$ cat config.mk
export PLATFORM = sky130hd
export DESIGN_NAME = mem_line_reader_flat
export DESIGN_NICKNAME = d
export VERILOG_FILES = /design/src/rtl/mem_line_reader_if.sv /design/src/rtl/mem_line_reader.sv /design/src/flat_wrapper.sv
export SDC_FILE = /design/constraint.sdc
export NUM_CORES = 1
export LEC_CHECK = 0
export CAP_MARGIN = 20
export CORE_MARGIN = 5
export CORE_UTILIZATION = 53
export CTS_BUF_LIST = sky130_fd_sc_hd__clkbuf_4
export CTS_CLUSTER_DIAMETER = 100
export DETAILED_ROUTE_END_ITERATION = 6
export PLACE_DENSITY = 0.86
export REMOVE_ABC_BUFFERS = 1
export SYNTH_ARGS = -nofsm -noshare
export SYNTH_HDL_FRONTEND = slang
export SYNTH_SLANG_ARGS = --single-unit
$ cat constraint.sdc
create_clock -name clk -period 2.8 [get_ports clk]
set_input_delay 0.42 -clock clk [delete_from_list [all_inputs] [get_ports clk]]
set_output_delay 0.42 -clock clk [all_outputs]
set_load 0.01 [all_outputs]
$ cat src/rtl/mem_line_reader_if.sv
// Bundle of the reader's control, memory-read and output-stream signals.
// master is the reader's view; slave is the surrounding system's view.
interface mem_line_reader_if #(
  parameter int unsigned ADR_WIDTH  = 8,
  parameter int unsigned DATA_WIDTH = 32,
  parameter int unsigned MAX_LEN    = 64
);
  localparam int unsigned LEN_WIDTH = $clog2(MAX_LEN + 1);

  logic                  start;
  logic [ADR_WIDTH-1:0]  base_adr;
  logic [LEN_WIDTH-1:0]  length;
  logic                  busy;
  logic                  done;
  logic [ADR_WIDTH-1:0]  rd_adr;
  logic [DATA_WIDTH-1:0] rd_data;
  logic                  out_valid;
  logic                  out_ready;
  logic [DATA_WIDTH-1:0] out_data;
  logic                  out_last;

  modport master (
    input  start, base_adr, length, rd_data, out_ready,
    output busy, done, rd_adr, out_valid, out_data, out_last
  );

  modport slave (
    output start, base_adr, length, rd_data, out_ready,
    input  busy, done, rd_adr, out_valid, out_data, out_last
  );
endinterface

$ cat src/rtl/mem_line_reader.sv
// Streaming burst reader: walks consecutive words of a combinational-read memory
// and emits them through a 2-entry FIFO on a valid/ready stream.
module mem_line_reader #(
  parameter int unsigned ADR_WIDTH  = 8,
  parameter int unsigned DATA_WIDTH = 32,
  parameter int unsigned MAX_LEN    = 64
) (
  input logic               clk,
  input logic               rst_n,
  mem_line_reader_if.master bus
);
  localparam int unsigned LEN_WIDTH = $clog2(MAX_LEN + 1);

  typedef enum logic [1:0] {IDLE, READ, DRAIN} state_t;

  state_t                state;
  logic [LEN_WIDTH-1:0]  remaining;
  logic [1:0]            count;
  logic [DATA_WIDTH-1:0] tail_data;
  logic                  tail_last;

  logic pop_c;
  logic push_c;
  logic push_last_c;

  // A push may land in a full FIFO only when the head leaves in the same cycle.
  assign pop_c       = bus.out_valid & bus.out_ready;
  assign push_c      = (state == READ) && (remaining != '0) && ((count != 2'd2) || pop_c);
  assign push_last_c = (remaining == LEN_WIDTH'(1));

  always_ff @(posedge clk) begin
    if (!rst_n) begin
      state         <= IDLE;
      remaining     <= '0;
      count         <= 2'd0;
      tail_data     <= '0;
      tail_last     <= 1'b0;
      bus.busy      <= 1'b0;
      bus.done      <= 1'b0;
      bus.rd_adr    <= '0;
      bus.out_valid <= 1'b0;
      bus.out_data  <= '0;
      bus.out_last  <= 1'b0;
    end else begin
      bus.done <= 1'b0;

      case (state)
        IDLE: begin
          if (bus.start) begin
            if (bus.length != '0) begin
              bus.rd_adr <= bus.base_adr;
              remaining  <= bus.length;
              bus.busy   <= 1'b1;
              state      <= READ;
            end else begin
              bus.done <= 1'b1;
            end
          end
        end
        READ: begin
          if (push_c) begin
            bus.rd_adr <= bus.rd_adr + ADR_WIDTH'(1);
            remaining  <= remaining - LEN_WIDTH'(1);
            if (push_last_c) state <= DRAIN;
          end
        end
        DRAIN: begin
          if (pop_c && bus.out_last) begin
            bus.done <= 1'b1;
            bus.busy <= 1'b0;
            state    <= IDLE;
          end
        end
        default: state <= IDLE;
      endcase

      // Head lives in out_data/out_last; tail holds the second entry.
      case ({push_c, pop_c})
        2'b10: begin
          if (count == 2'd0) begin
            bus.out_data <= bus.rd_data;
            bus.out_last <= push_last_c;
          end else begin
            tail_data <= bus.rd_data;
            tail_last <= push_last_c;
          end
          count         <= count + 2'd1;
          bus.out_valid <= 1'b1;
        end
        2'b01: begin
          if (count == 2'd2) begin
            bus.out_data <= tail_data;
            bus.out_last <= tail_last;
          end
          count         <= count - 2'd1;
          bus.out_valid <= (count == 2'd2);
        end
        2'b11: begin
          if (count == 2'd1) begin
            bus.out_data <= bus.rd_data;
            bus.out_last <= push_last_c;
          end else begin
            bus.out_data <= tail_data;
            bus.out_last <= tail_last;
            tail_data    <= bus.rd_data;
            tail_last    <= push_last_c;
          end
        end
        default: ;
      endcase
    end
  end
endmodule

$ cat src/flat_wrapper.sv
// flat-port wrapper written by rule: the top's interface ports become plain ports
module mem_line_reader_flat 
#(
  parameter int unsigned ADR_WIDTH  = 8,
  parameter int unsigned DATA_WIDTH = 32,
  parameter int unsigned MAX_LEN    = 64
)
  (clk, rst_n, bus_start, bus_base_adr, bus_length, bus_rd_data, bus_out_ready, bus_busy, bus_done, bus_rd_adr, bus_out_valid, bus_out_data, bus_out_last);
  mem_line_reader_if #(.ADR_WIDTH(ADR_WIDTH), .DATA_WIDTH(DATA_WIDTH), .MAX_LEN(MAX_LEN)) bus_i ();
  input logic clk;
  input logic rst_n;
  input wire logic [$bits(bus_i.start)-1:0] bus_start;
  input wire logic [$bits(bus_i.base_adr)-1:0] bus_base_adr;
  input wire logic [$bits(bus_i.length)-1:0] bus_length;
  input wire logic [$bits(bus_i.rd_data)-1:0] bus_rd_data;
  input wire logic [$bits(bus_i.out_ready)-1:0] bus_out_ready;
  output wire logic [$bits(bus_i.busy)-1:0] bus_busy;
  output wire logic [$bits(bus_i.done)-1:0] bus_done;
  output wire logic [$bits(bus_i.rd_adr)-1:0] bus_rd_adr;
  output wire logic [$bits(bus_i.out_valid)-1:0] bus_out_valid;
  output wire logic [$bits(bus_i.out_data)-1:0] bus_out_data;
  output wire logic [$bits(bus_i.out_last)-1:0] bus_out_last;
  assign bus_i.start = bus_start;
  assign bus_i.base_adr = bus_base_adr;
  assign bus_i.length = bus_length;
  assign bus_i.rd_data = bus_rd_data;
  assign bus_i.out_ready = bus_out_ready;
  assign bus_busy = bus_i.busy;
  assign bus_done = bus_i.done;
  assign bus_rd_adr = bus_i.rd_adr;
  assign bus_out_valid = bus_i.out_valid;
  assign bus_out_data = bus_i.out_data;
  assign bus_out_last = bus_i.out_last;
  mem_line_reader #(.ADR_WIDTH(ADR_WIDTH), .DATA_WIDTH(DATA_WIDTH), .MAX_LEN(MAX_LEN)) u_core (.clk(clk), .rst_n(rst_n), .bus(bus_i));
endmodule
==> summary by stage, run 1 <==
Worst hold path
The worst hold path belongs to the class reg2reg. The hold path depth is 2.

Placed design
The final RePlAce weighted congestion is 0.855. The final HPWL from detailed placement is 8060 µm. The number of input and output port buffers inserted is 94. Summing all placed instances gives a cell area of 5450 µm².

Detailed routing
The post-route DRC violation count is 0. After the first detailed-routing iteration, the DRC count stood at 205. The first TritonRoute pass finished after 5 iterations.

In the final routed layout, each cell accounts on average for 16.8 µm. The total via count in the routed design is 4301. For this block, the routed nets add up to 12000 µm of wire. After detailed routing, the number of vias per cell comes to 6.02. The number of nets with antenna violations after detailed routing is 0.

Critical path
The type of element capturing the critical path is a register. STA classifies the critical path startpoint as a register. The critical path data arrival time is 2690 ps. Along the worst path, the maximum fanout reaches 34.

The required time at the endpoint of the critical path is 3100 ps. The worst setup path is of the reg2reg kind. The number of cells on the worst reg-to-reg path is 7.

Synth
The share of synthesized registers carrying an async set or reset is 0%. After synthesis the netlist holds a flip-flop and latch count of 88. The most used flip-flop cell after synthesis is sky130_fd_sc_hd__dfxtp_1.

The sequential cell area fraction in the yosys report is 40.0%. The cell area that synthesis handed to floorplanning was 4400 µm². The number of enable flip-flop cells after synthesis is 0. The mean instance size in the synthesized netlist is 8.32 µm². The unique cell type count in the Yosys netlist is 55. The synthesis warning total is 0. The post-synthesis cell count is 529.

Cells and area
The layout overhead on the synthesized area is 27.6%. The number of nets in the final layout is 663. The final design area excluding fillers is 5610 µm². Once layout is complete, the utilization of the core stands at 69.0%. Of the cells placed in the final design, the portion with a size suffix greater than 1 is 12.0%. The number of antenna diodes in the final layout is 0.

Timing
Clock skew on the completed layout was measured at 15.1 ps. The final hold violation count came to 0. Setup repair after global routing left no endpoint under its margin. Of the available clock period, the critical path in the final layout requires 85.4%. The clock period could shrink to 2390 ps. For this run, the top clock speed supported by timing is 0.418 GHz. The hold slack is 466 ps. The transition time at the pin with the least slew margin is 571 ps.

The number of pins exceeding their max-slew limit in the final report came to 0. The relative slew slack is 61.7%. The number of setup violations in the final report is 0.

Clocking
Once the clock tree was built, the resizer swapped 0 gates to a different size. The clock reaches the later pin of the worst-skew pair after 430 ps. The clock passes through at most 2 buffers. Clock tree synthesis found a total of 88 sinks. After clock tree synthesis, the setup repair step added 0 buffers.

The number of buffers inserted for hold repair after clock tree synthesis is 0. The clock slew seen by the registers of the worst setup and hold paths is 150 ps. The number of buffers created by CTS is 9.

TritonCTS built the clock tree. In this run the clock root is driven by a sky130_fd_sc_hd__clkbuf_4. The maximum level of the CTS H-tree is 3.

Run
Across the run, the number of max-cap violations was 0.

Global routing
The via count of the first global-routing pass is 4244. The wire length of the first global-routing pass is 19600 µm. Entering global routing, the biggest net connects 36 pins. The initial antenna violation count is 0.

The sum of overflow across all layers after global routing is 0. The all-layer global routing usage is 23.5%.

Floorplan
95 I/O pins were placed. The placeable core region is 8130 µm². The initialized floorplan defines 33 standard-cell rows. The floorplan step set the die width to 101 µm. The die outline area is 10200 µm². The initial core utilization is 54.1%. The vertical die dimension is 101 µm.

Power and ir drop
For this design the ratio of total power to cell area is 876 nW/µm². The standby leakage power is 1.82 nW. The worst supply voltage drop on vdd is 0.000419 V.

Status
The flow ran to the end, and the final reports show no timing, DRC or antenna violations.
[Yosys cell counts (all sizes together), types with 2 or more instances]
cell     number  area [µm²]
o221a         3        33.8
a21oi        86         430
ha            7        87.6
a211oi        3        35.0
clkbuf       27         101
nor4          2        12.5
a2111oi      32         468
and3          4        25.0
a21boi        2        15.0
inv          39         146
o32ai         8        70.1
nor2         17        63.8
nand3         3        15.0
o21ai         8        51.3
nand2        88         330
o21a          4        30.0
nor3         38         195
nand4         2        12.5
a22oi         3        22.5
a31oi         3        18.8
a221o         4        40.0
and2          5        31.3
dfxtp        88        1760
buf          18         108
nand2b        2        12.5
nor3b         4        30.0
mux2i         2        20.0
nor2b         4        25.0
a2bb2oi       2        23.8
a32oi         3        26.3
[worst paths after layout]
kind         slack, ps                              endpoint                             start
max                410  u_core.bus.out_data[12]$_SDFFE_PN0P_  u_core.remaining[0]$_SDFFE_PN0P_
min                470   u_core.bus.out_data[5]$_SDFFE_PN0P_  u_core.tail_data[5]$_SDFFE_PN0P_
max reg2reg        410  u_core.bus.out_data[12]$_SDFFE_PN0P_  u_core.remaining[0]$_SDFFE_PN0P_
min reg2reg        470   u_core.bus.out_data[5]$_SDFFE_PN0P_  u_core.tail_data[5]$_SDFFE_PN0P_
[where the power goes]
| group | switching [W] | internal (W) |
|---|---|---|
| combinational | 0.00127 | 0.00109 |
| clock | 0.000448 | 0.000362 |
| sequential | 0.000210 | 0.00153 |
[registers in the layout, summed over array words and instances (netlist names)]
signal and count:
u_core.bus.out_data 32, u_core.tail_data 32, u_core.bus.out_last 1, u_core.bus.done 1, u_core.bus.out_valid 1, u_core.bus.busy 1, u_core.state 2, u_core.count 2
u_core.bus.rd_adr 8, u_core.tail_last 1, u_core.remaining 7
[placed cells by master (no fill, tap or decap), types with 2 or more instances in the layout]
cell type | netlist | routed
sky130_fd_sc_hd__and3_1 | 4 | 4
sky130_fd_sc_hd__a22oi_1 | 3 | 3
sky130_fd_sc_hd__clkdlybuf4s50_1 | 0 | 94
sky130_fd_sc_hd__dfxtp_1 | 88 | 88
sky130_fd_sc_hd__o221a_2 | 3 | 3
sky130_fd_sc_hd__nor2_1 | 17 | 17
sky130_fd_sc_hd__a31oi_1 | 3 | 3
sky130_fd_sc_hd__bufinv_16 | 0 | 2
sky130_fd_sc_hd__buf_12 | 0 | 4
sky130_fd_sc_hd__and2_1 | 5 | 5
sky130_fd_sc_hd__a211oi_1 | 2 | 2
sky130_fd_sc_hd__a32oi_1 | 3 | 3
sky130_fd_sc_hd__nand2_1 | 88 | 88
sky130_fd_sc_hd__clkbuf_4 | 0 | 9
sky130_fd_sc_hd__a21boi_0 | 2 | 2
sky130_fd_sc_hd__nor4_1 | 2 | 2
sky130_fd_sc_hd__nor3b_1 | 4 | 4
sky130_fd_sc_hd__nand3_1 | 3 | 3
sky130_fd_sc_hd__a2111oi_2 | 30 | 30
sky130_fd_sc_hd__nand4_1 | 2 | 2
sky130_fd_sc_hd__a221o_1 | 4 | 4
sky130_fd_sc_hd__o21a_1 | 4 | 4
sky130_fd_sc_hd__nor3_1 | 37 | 37
sky130_fd_sc_hd__inv_1 | 39 | 39
sky130_fd_sc_hd__a2111oi_0 | 2 | 2
sky130_fd_sc_hd__ha_1 | 7 | 7
sky130_fd_sc_hd__a21oi_1 | 86 | 86
sky130_fd_sc_hd__o32ai_1 | 8 | 8
sky130_fd_sc_hd__buf_4 | 0 | 12
sky130_fd_sc_hd__nor2b_1 | 4 | 4
sky130_fd_sc_hd__o21ai_0 | 7 | 7
sky130_fd_sc_hd__nand2b_1 | 2 | 2
sky130_fd_sc_hd__clkinvlp_4 | 0 | 3
[cells by family after synthesis]
family,after synthesis,synth area share (%)
AND/OR/NAND/NOR,176,18.4
buffers and inverters,85,8.16
flip-flops,88,40.0
adder cells (fa/ha/maj),7,1.99
multiplexers,2,0.455
AO/OA/AOI/OAI,171,30.9
[critical path, cell delays in order, from the launching register on]
cell and delay [ps]:
sky130_fd_sc_hd__dfxtp_1 390, sky130_fd_sc_hd__inv_1 100, sky130_fd_sc_hd__ha_1 210, sky130_fd_sc_hd__or3b_1 490, sky130_fd_sc_hd__o21ai_4 200, sky130_fd_sc_hd__buf_4 400, sky130_fd_sc_hd__nor3_1 90, sky130_fd_sc_hd__a2111oi_0 370
[routing by layer]
metal | share of wire (%) | vias up | GRT usage [%]
li1 | - | 2038 | -
met1 | 42 | 2053 | 29.8
met2 | 49 | 191 | 40.0
met3 | 7.8 | 19 | 4.29
met4 | 1.2 | 0 | 8.28
met5 | 0 | - | 0
[per-stage QoR]
stage | power, W | worst slack (ps) | instances | setup TNS (ps)
floorplan | 0.00307 | -308 | 484 | -6630
global placement | 0.00404 | 421 | 699 | 0
detailed placement | 0.00412 | 338 | 699 | 0
CTS | 0.00492 | 434 | 715 | 0
global route | 0.00520 | 122 | 715 | 0
finish | 0.00492 | 409 | 715 | 0
[final cells by class]
type                    count  area, µm²
clock inverters             7       95.1
repair buffers            110       1110
multi-input cells         356       2300
inverters                  40        150
fillers                   623       2520
well taps                 105        131
flip-flops and latches     88       1760
clock buffers               9       67.6
No activity file was read; power rests on OpenSTA's default activity.
==> run 2: changes to the inputs <==
Settings changed: SKIP_CTS_REPAIR_TIMING set to 1.
==> results of run 2 <==
No change in the layout: final DEF, timing and power equal those of run 1.
==> run 3: changes to the inputs <==
Settings changed: CORE_ASPECT_RATIO set to 1.75.
==> summary by stage, run 3 (same netlist as run 1, synthesis figures left out) <==
Detailed routing
The total via count in the routed design is 4318 (+0.40%). The ratio of routed vias to standard cells came to 6.13 (+2.0%). The wire length reported by the detailed router came to 11900 µm (-1.2%). The total iterations of the first detailed-routing run is 5 (unchanged).

The DRC violation total after the first TritonRoute iteration is 324 (+58%). The routed wire length per instance is 16.9 µm (+0.30%). The number of nets with antenna violations after detailed routing is 0 (unchanged). The post-route DRC violation count was 0 (unchanged).

Timing
The setup slack of the critical path after layout is 363 ps (-46.0 ps). The transition time at the pin with the least slew margin came to 577 ps (+5.78 ps). The hold slack is 464 ps (-1.97 ps). Setup repair after global routing left no endpoint under its margin. The final hold violation count came to 0 (unchanged). The relative slew slack is 61.6% (-0.18 points). The final period demand of the worst path came to 2440 ps (+46.0 ps). The number of pins exceeding their max-slew limit in the final report is 0 (unchanged).

The number of setup violations in the final report is 0 (unchanged). The clock skew came to 13.3 ps (-1.84 ps). The setup TNS is 0 ps (unchanged). The final clock period utilization by the worst path was 87.0% (+1.6 points).

The maximum clock frequency is 0.410 GHz (-1.9%).

Global routing
The initial antenna violation count came to 1 (+1). The all-layer global routing usage is 23.0% (-0.54 points). The pin count of the biggest net entering global routing is 45 (+25%).

The via count of the first global-routing pass is 4228 (-0.38%). The wire length of the first global-routing pass was 19000 µm (-2.8%). The sum of overflow across all layers after global routing is 0 (unchanged).

Floorplan
The width of the die is 78.9 µm (-22%). The top-level I/O count is 95 (unchanged). The number of placement rows is 44 (+33%). The die outline area is 10300 µm² (+0.71%). The initial core utilization is 53.6% (-0.45 points). The vertical die dimension is 131 µm (+29%). The placeable core region is 8200 µm² (+0.85%).

Clocking
The clock latency on the worst-skew pair is 430 ps (about the same). The worst-case clock buffer depth came to 2 (unchanged). The clock slew seen by the registers of the worst setup and hold paths was 140 ps (about the same). The total clock sinks is 88 (unchanged). TritonCTS built the clock tree. The maximum level of the CTS H-tree came to 3 (unchanged). The tree is rooted in a sky130_fd_sc_hd__clkbuf_4. The number of buffers created by CTS is 9 (unchanged).

Critical path
The required time at the endpoint of the critical path is 3110 ps (about the same). The flop-to-flop setup slack is 360 ps (-50 ps). The worst setup path is launched from a register. The critical path data arrival time was 2750 ps (+60 ps). The kind of critical path is reg2reg. The type of element capturing the critical path is a register. The maximum fanout along the worst path is 32 (-5.9%).

The worst reg2reg path depth is 7 (unchanged).

Power and ir drop
The worst supply voltage drop on vdd is 0.000414 V (-1.1%). The cell area power density came to 864 nW/µm² (-1.5%). The standby leakage power is 1.82 nW (-0.17%).

Placed design
The placed standard-cell area is 5430 µm² (-0.39%). The final RePlAce weighted congestion came to 0.857 (+0.30%). The final HPWL from detailed placement is 8350 µm (+3.7%).

The worst setup timing slack at the placement stage came to 367 ps (+29.4 ps). The number of input and output port buffers inserted is 94 (unchanged).

Cells and area
The final design area excluding fillers is 5570 µm² (-0.85%). The fraction of the core area covered by cells at the end of the flow came to 67.9% (-1.2 points). The number of nets in the final layout came to 664 (+0.15%). The fraction of layout instances using a drive strength above 1 is 11.9% (-0.020 points).

The largest registers in the layout are u_core.bus.out_data x32, u_core.tail_data x32, u_core.bus.rd_adr x8. The top cell types in the final layout, fill and taps aside, are sky130_fd_sc_hd__clkdlybuf4s50_1 (94), sky130_fd_sc_hd__nand2_1 (88), sky130_fd_sc_hd__dfxtp_1 (88), sky130_fd_sc_hd__a21oi_1 (86), sky130_fd_sc_hd__inv_1 (39). The most frequent standard cell in the layout excluding fill and tap cells is sky130_fd_sc_hd__clkdlybuf4s50_1. The layout overhead on the synthesized area is 26.5%.

Status
The flow ran to the end, and the final reports show no timing, DRC or antenna violations.

Run
The max-capacitance violation count is 0 (unchanged).

Worst hold path
The hold path depth was 2 (unchanged). The class of the tightest hold or removal check is reg2reg.
run 3: cell count changes in the layout (fill, tap and decap cells not counted):
cell	previous run	this run
sky130_fd_sc_hd__bufinv_16	2	1
sky130_fd_sc_hd__buf_4	12	14
sky130_fd_sc_hd__clkinv_2	0	1
sky130_fd_sc_hd__clkinvlp_4	3	1
sky130_fd_sc_hd__clkbuf_4	9	10
sky130_fd_sc_hd__buf_12	4	3
sky130_fd_sc_hd__clkinv_1	1	2
sky130_fd_sc_hd__diode_2	0	1
run 3: cell type report:
| cell class | instances | area [µm²] |
|---|---|---|
| timing repair buffer | 111 | 1110 |
| multi-input combinational | 356 | 2300 |
| inverter | 40 | 150 |
| clock inverter | 6 | 58.8 |
| fill | 650 | 2640 |
| sequential | 88 | 1760 |
| clock buffer | 10 | 75.1 |
| tap | 92 | 115 |
| antenna | 1 | 2.50 |
run 3: metal layers:
metal	vias to the layer above	GRT usage (%)	part of all wire, %
met3	25	4.94	6.9
met4	0	11.0	2.6
li1	2048	-	-
met1	2053	24.5	38
met5	-	0	0
met2	192	42.6	53
run 3: final timing paths:
path	startpoint	to
worst max-delay path	u_core.remaining[0]$_SDFFE_PN0P_	u_core.bus.out_data[11]$_SDFFE_PN0P_
worst min-delay path	u_core.tail_data[25]$_SDFFE_PN0P_	u_core.tail_data[25]$_SDFFE_PN0P_
worst max register to register	u_core.remaining[0]$_SDFFE_PN0P_	u_core.bus.out_data[11]$_SDFFE_PN0P_
worst min register to register	u_core.tail_data[25]$_SDFFE_PN0P_	u_core.tail_data[25]$_SDFFE_PN0P_
run 3: metrics by stage:
step                power [W]  std cells
floorplan             0.00307        484
global placement      0.00404        687
detailed placement    0.00412        687
CTS                   0.00482        703
global route          0.00508        704
finish                0.00481        704
run 3: critical path, stage by stage (launching register included):
cell	delay, ps
sky130_fd_sc_hd__dfxtp_1	390
sky130_fd_sc_hd__inv_1	110
sky130_fd_sc_hd__ha_1	210
sky130_fd_sc_hd__or3b_1	480
sky130_fd_sc_hd__o21ai_4	370
sky130_fd_sc_hd__a211oi_4	120
sky130_fd_sc_hd__buf_12	200
sky130_fd_sc_hd__a2111oi_0	420
run 3: power breakdown:
group	internal [W]	switching [W]
Combinational	0.00110	0.00127
Sequential	0.00153	0.000201
Clock	0.000279	0.000427
Total	0.00291	0.00190
